==> src/rtl/lamp_pkg.sv <==
// Shared types for the tail-lamp sequencing logic: request modes, FSM states
// and the request-priority decode.
package lamp_pkg;

  localparam int CLK_HZ = 100_000_000;

  typedef enum logic [1:0] {NONE, LEFT, RIGHT, BOTH} mode_t;
  typedef enum logic [1:0] {IDLE, SWEEP, DARK} state_t;

  // Hazard, or both turn requests together, wins over a single side.
  function automatic mode_t decode_req(input logic left_req, input logic right_req,
                                       input logic hazard_req);
    if (hazard_req || (left_req && right_req)) return BOTH;
    else if (left_req) return LEFT;
    else if (right_req) return RIGHT;
    else return NONE;
  endfunction

endpackage

==> src/rtl/tick_timer.sv <==
// Loadable down-counter that parks at zero; done is high while the count is zero.
module tick_timer #(
  parameter int W = 8
) (
  input  logic         clk,
  input  logic         rst,
  input  logic         load,
  input  logic [W-1:0] load_val,
  output logic         done
);

  logic [W-1:0] count_reg;

  always_ff @(posedge clk) begin
    if (rst) begin
      count_reg <= '0;
    end else if (load) begin
      count_reg <= load_val;
    end else if (count_reg != '0) begin
      count_reg <= count_reg - 1'b1;
    end
  end

  assign done = (count_reg == '0);

endmodule

==> src/rtl/turn_sweep_sequencer.sv <==
// Sequential turn-signal controller: lights the inner k segments step by step,
// then a dark gap, repeating while a request is held. All outputs registered.
module turn_sweep_sequencer
  import lamp_pkg::*;
#(
  parameter int SEGS        = 3,
  parameter int STEP_CYCLES = 15_000_000,
  parameter int OFF_CYCLES  = 30_000_000
) (
  input  logic            clk,
  input  logic            rst,
  input  logic            left_req,
  input  logic            right_req,
  input  logic            hazard_req,
  input  logic            brake,
  output logic [SEGS-1:0] left_lamps,
  output logic [SEGS-1:0] right_lamps,
  output logic            cycle_start,
  output logic            busy
);

  localparam int MAX_CYC = (STEP_CYCLES > OFF_CYCLES) ? STEP_CYCLES : OFF_CYCLES;
  localparam int CW      = (MAX_CYC > 1) ? $clog2(MAX_CYC) : 1;
  localparam int KW      = $clog2(SEGS + 1);
  localparam logic [CW-1:0] STEP_LOAD = CW'(STEP_CYCLES - 1);
  localparam logic [CW-1:0] OFF_LOAD  = CW'(OFF_CYCLES - 1);
  localparam logic [KW-1:0] K_LAST    = KW'(SEGS);

  state_t          state_reg, state_next;
  mode_t           mode_reg, mode_next;
  logic [KW-1:0]   k_reg, k_next;
  mode_t           req_mode;
  logic            load;
  logic [CW-1:0]   load_val;
  logic            done;
  logic            cycle_start_next;
  logic [SEGS-1:0] sweep_pat;
  logic [SEGS-1:0] brake_pat;
  logic [SEGS-1:0] left_next, right_next;

  tick_timer #(.W(CW)) u_timer (
    .clk      (clk),
    .rst      (rst),
    .load     (load),
    .load_val (load_val),
    .done     (done)
  );

  assign req_mode = decode_req(left_req, right_req, hazard_req);

  always_ff @(posedge clk) begin
    if (rst) begin
      state_reg   <= IDLE;
      mode_reg    <= NONE;
      k_reg       <= '0;
      left_lamps  <= '0;
      right_lamps <= '0;
      cycle_start <= 1'b0;
      busy        <= 1'b0;
    end else begin
      state_reg   <= state_next;
      mode_reg    <= mode_next;
      k_reg       <= k_next;
      left_lamps  <= left_next;
      right_lamps <= right_next;
      cycle_start <= cycle_start_next;
      busy        <= (state_next != IDLE);
    end
  end

  always_comb begin
    state_next       = state_reg;
    mode_next        = mode_reg;
    k_next           = k_reg;
    load             = 1'b0;
    load_val         = STEP_LOAD;
    cycle_start_next = 1'b0;
    case (state_reg)
      IDLE: begin
        if (req_mode != NONE) begin
          state_next       = SWEEP;
          mode_next        = req_mode;
          k_next           = KW'(1);
          load             = 1'b1;
          cycle_start_next = 1'b1;
        end
      end
      SWEEP: begin
        if (done) begin
          load = 1'b1;
          if (k_reg < K_LAST) begin
            k_next = k_reg + 1'b1;
          end else begin
            state_next = DARK;
            k_next     = '0;
            load_val   = OFF_LOAD;
          end
        end
      end
      DARK: begin
        // The only point where the mode may change, so a pattern is never cut short.
        if (done) begin
          if (req_mode != NONE) begin
            state_next       = SWEEP;
            mode_next        = req_mode;
            k_next           = KW'(1);
            load             = 1'b1;
            cycle_start_next = 1'b1;
          end else begin
            state_next = IDLE;
            mode_next  = NONE;
          end
        end
      end
      default: begin
        state_next = IDLE;
        mode_next  = NONE;
        k_next     = '0;
      end
    endcase
  end

  for (genvar gi = 0; gi < SEGS; gi++) begin : g_pat
    assign sweep_pat[gi] = (state_next == SWEEP) && (k_next > KW'(gi));
  end

  assign brake_pat = {SEGS{brake}};

  always_comb begin
    left_next  = brake_pat;
    right_next = brake_pat;
    case (mode_next)
      LEFT:    left_next = sweep_pat;
      RIGHT:   right_next = sweep_pat;
      BOTH: begin
        left_next  = sweep_pat;
        right_next = sweep_pat;
      end
      default: ;
    endcase
  end

endmodule

==> config.mk <==
export PLATFORM = sky130hd
export DESIGN_NAME = turn_sweep_sequencer
export DESIGN_NICKNAME = d
export VERILOG_FILES = /design/src/rtl/lamp_pkg.sv /design/src/rtl/tick_timer.sv /design/src/rtl/turn_sweep_sequencer.sv
export SDC_FILE = /design/constraint.sdc
export NUM_CORES = 1
export LEC_CHECK = 0
export BUFFER_PORTS_ARGS = -buffer_cell sky130_fd_sc_hd__buf_4
export CORE_MARGIN = 10
export CORE_UTILIZATION = 30
export DETAILED_ROUTE_END_ITERATION = 6
export PLACE_DENSITY = 0.52
export SYNTH_ARGS = -nofsm -noshare
export SYNTH_HDL_FRONTEND = slang
export SYNTH_HIERARCHICAL = 1
export SYNTH_SLANG_ARGS = --single-unit
==> constraint.sdc <==
create_clock -name clk -period 3.9 [get_ports clk]
set_clock_uncertainty 0.15 [all_clocks]
set_input_delay 0.39 -clock clk [delete_from_list [all_inputs] [get_ports clk]]
set_output_delay 0.39 -clock clk [all_outputs]
set_load 0.02 [all_outputs]
==> results_dict.tcl <==
set metrics [dict create \
    run_status "completed" \
    grt_pass1_vias 1724 \
    period_needed_ns 3.31 \
    r2r_start "u_timer/count_reg[0]" \
    layout_setup_ws_ns 0.592 \
    wl_um 4600 \
    min_path_cells 3 \
    nNetsFinal 280 \
    syn2layout_area_growth_pct 17.8 \
    synthDominantCellAreaShare_pct 37.7 \
    r2r_cells 13 \
    drive_gt1_share_pct 14.0 \
    synth_area_leader_cell "dfxtp_1" \
    tns_ns 0 \
    clkTransAtPathRegs_ns 0.07 \
    ys_ff_latch 39 \
    finalCritPeriodShare_pct 84.8 \
    ys.flop_type "dfxtp_1" \
    ys_top_cells_by_area "dfxtp_1 (38%), xnor2_1 (7.2%), nand2_1 (5.1%)" \
    drcViolationCount 0 \
    cts_root_buf "clkbuf_8" \
    synth_warnings 6 \
    slowest_delay_ns 0.60 \
    drt_iter0_markers 40 \
    htreeDepth 2 \
    antenna_found_initial 0 \
    grt_max_degree 22 \
    cpLargestDelayFamily "simple AND/OR/NAND/NOR gates" \
    path_depth 13 \
    rows 30 \
    critPathMaxFanout 16 \
    place_ws_ns 0.610 \
    finalHoldViolCount 0 \
    largest_register_ffs 25 \
    seqCellArea_um2 781 \
    r2r_slack_ns 0.59 \
    p_leak_nw 0.924 \
    num_antenna_cells 0 \
    whs_ns 0.222 \
    clock_sinks 39 \
    ys_types 54 \
    cpMostUsedCell "nand2b_1" \
    cpMaxStageDelayCell "o21ai_1" \
    coreArea_um2 6760 \
    endpoint "u_timer/count_reg[7]" \
    postCtsSetupBuffers 0 \
    cp_data_required_time_ns 3.93 \
    routedWlPerCell_um 13.1 \
    p_total_mw 1.13 \
    r2r-end "u_timer/count_reg[7]" \
    fillCellCount 727 \
    die-area_um2 10600 \
    grt_overflow_total 0 \
    crit_path_start_kind "flip-flop" \
    dr.pass1.iters 4 \
    path_buf_inv 2 \
    design_area_um2 2440 \
    maxCapViolCount 0 \
    grt_use_total_pct 9.32 \
    place_congestion 0.747 \
    pin_count 14 \
    slew_headroom_pct 27.3 \
    worstHoldPathType "primary input to flip-flop" \
    multi_input_area_um2 1280 \
    worst-slew-pin-transition_ns 1.08 \
    power_density_nw_per_um2 464 \
    grt_pass1_wl_um 7980 \
    rsz0062_at_grt "no" \
    clock_latency_ns 0.29 \
    synth_edf_count 0 \
    clk_path_buf_depth 2 \
    via_per_inst 4.85 \
    start_util_pct 30.6 \
    setup_viol 0 \
    port_buffers 13 \
    vdd_drop_max_uv 154 \
    crit_arrival_ns 3.34 \
    synthesis.area_um2 2070 \
    end_kind "flip-flop" \
    vias 1707 \
    path_cells "inv_1 > ha_1 > nor4b_1 > nand4_1 > nor2_2 > nand2b_1 > nand2b_1 > o21ai_0 > buf_4 > nor2_1 > o21ai_1 > a21oi_1 > a21o_1" \
    placed_area_um2 2300 \
    die_h_um 103 \
    ys_seq_area_share_pct 37.7 \
    cts_tree "done" \
    slew_viol_final 0 \
    ant_nets 0 \
    numCtsBuffers 5 \
    cts-resized-gates 0 \
    startpoint "u_timer/count_reg[0]" \
    fmax_ghz 0.302 \
    avgSynthCellArea_um2 8.55 \
    ctsHoldBuffers 0 \
    die_x_um 103 \
    async_reset_ff_share_pct 0 \
    netlist_instances 242 \
    path_class "flip-flop to flip-flop" \
    hpwl_um 3250 \
]
==> cells by family (layout without fill, tap and decap cells) <==
family / after synthesis / in the layout / share of synthesized area [%]
and+or+nand+nor: 103 / 103 / 29.0
AOI/OAI and AO/OA: 57 / 57 / 18.1
DFF: 39 / 39 / 37.7
xor gates and xnor gates: 20 / 20 / 8.47
buffers and inverters: 15 / 31 / 3.03
adders and majority gates: 3 / 3 / 1.82
muxes: 3 / 3 / 1.51
other: 2 / 16 / 0.363
==> layout make-up <==
class                   count  area share, %
multi-input cells         202           52.4
flip-flops and latches     39           32.0
repair buffers             16           4.93
well taps                  80           4.11
clock buffers               6           2.98
clock inverters             2           2.46
inverters                   7           1.08
==> stage by stage <==
step	util (%)	instances
4_1_cts	36.1	352
6_report	36.1	352
3_3_place_gp	34.1	344
3_5_place_dp	34.1	344
5_1_grt	36.1	352
2_1_floorplan	-	256
==> placed cells by master (no fill, tap or decap), types with 2 or more instances in the layout <==
cell type  instances
dfxtp_1           39
nand2_1           28
xnor2_1           17
buf_4             16
conb_1            16
o21ai_0           15
nor2_1            15
a21oi_1           13
nor3_1            10
o21ai_1            8
nor2b_1            7
inv_1              7
nand2b_1           6
nor4_1             6
clkbuf_8           5
a22o_1             5
nand3_1            4
nand3b_1           4
ha_1               3
xor2_1             3
or3_1              3
or2_1              2
nor3b_1            2
mux2i_1            2
bufinv_16          2
nor4_4             2
nand4_1            2
or4_1              2
o31ai_1            2
==> report_power, final <==
part / internal (mW) / switching (mW) / total (mW)
clock network: 0.256 / 0.142 / 0.397
logic: 0.115 / 0.139 / 0.254
registers: 0.438 / 0.0421 / 0.480
==> synthesized netlist by cell type, drive strengths merged, types with 3 or more instances <==
cell / n
a21oi: 14
a22o: 5
buf: 3
clkbuf: 5
dfxtp: 39
ha: 3
inv: 7
nand2: 28
nand2b: 7
nand3: 4
nand3b: 5
nor2: 16
nor2b: 7
nor3: 11
nor4: 9
o21ai: 24
or3: 5
or4: 3
xnor2: 17
xor2: 3
==> layer usage <==
metal  vias up  track usage [%]  share of wire (%)
li1        891                -                  -
met1       788             11.1                 48
met2        24             15.7                 47
met3         4             3.02                4.2
met4         0             2.57               0.81
met5         -                0                  0
==> worst min-delay path, stage by stage <==
cell and delay, ns:
buf_4 0.10, nand3b_1 0.07, o21ai_1 0.06
==> how the worst min path moves through the flow <==
stage                           start             end  slack, ns
after floorplan           mode_reg[0]   left_lamps[1]       0.30
after global placement    mode_reg[0]   left_lamps[1]       0.33
after detailed placement  mode_reg[0]   left_lamps[1]       0.33
after CTS                       brake   left_lamps[0]       0.22
after global routing            brake  right_lamps[2]       0.25
final                           brake   left_lamps[0]       0.22
(Power assumes the default switching activity.)
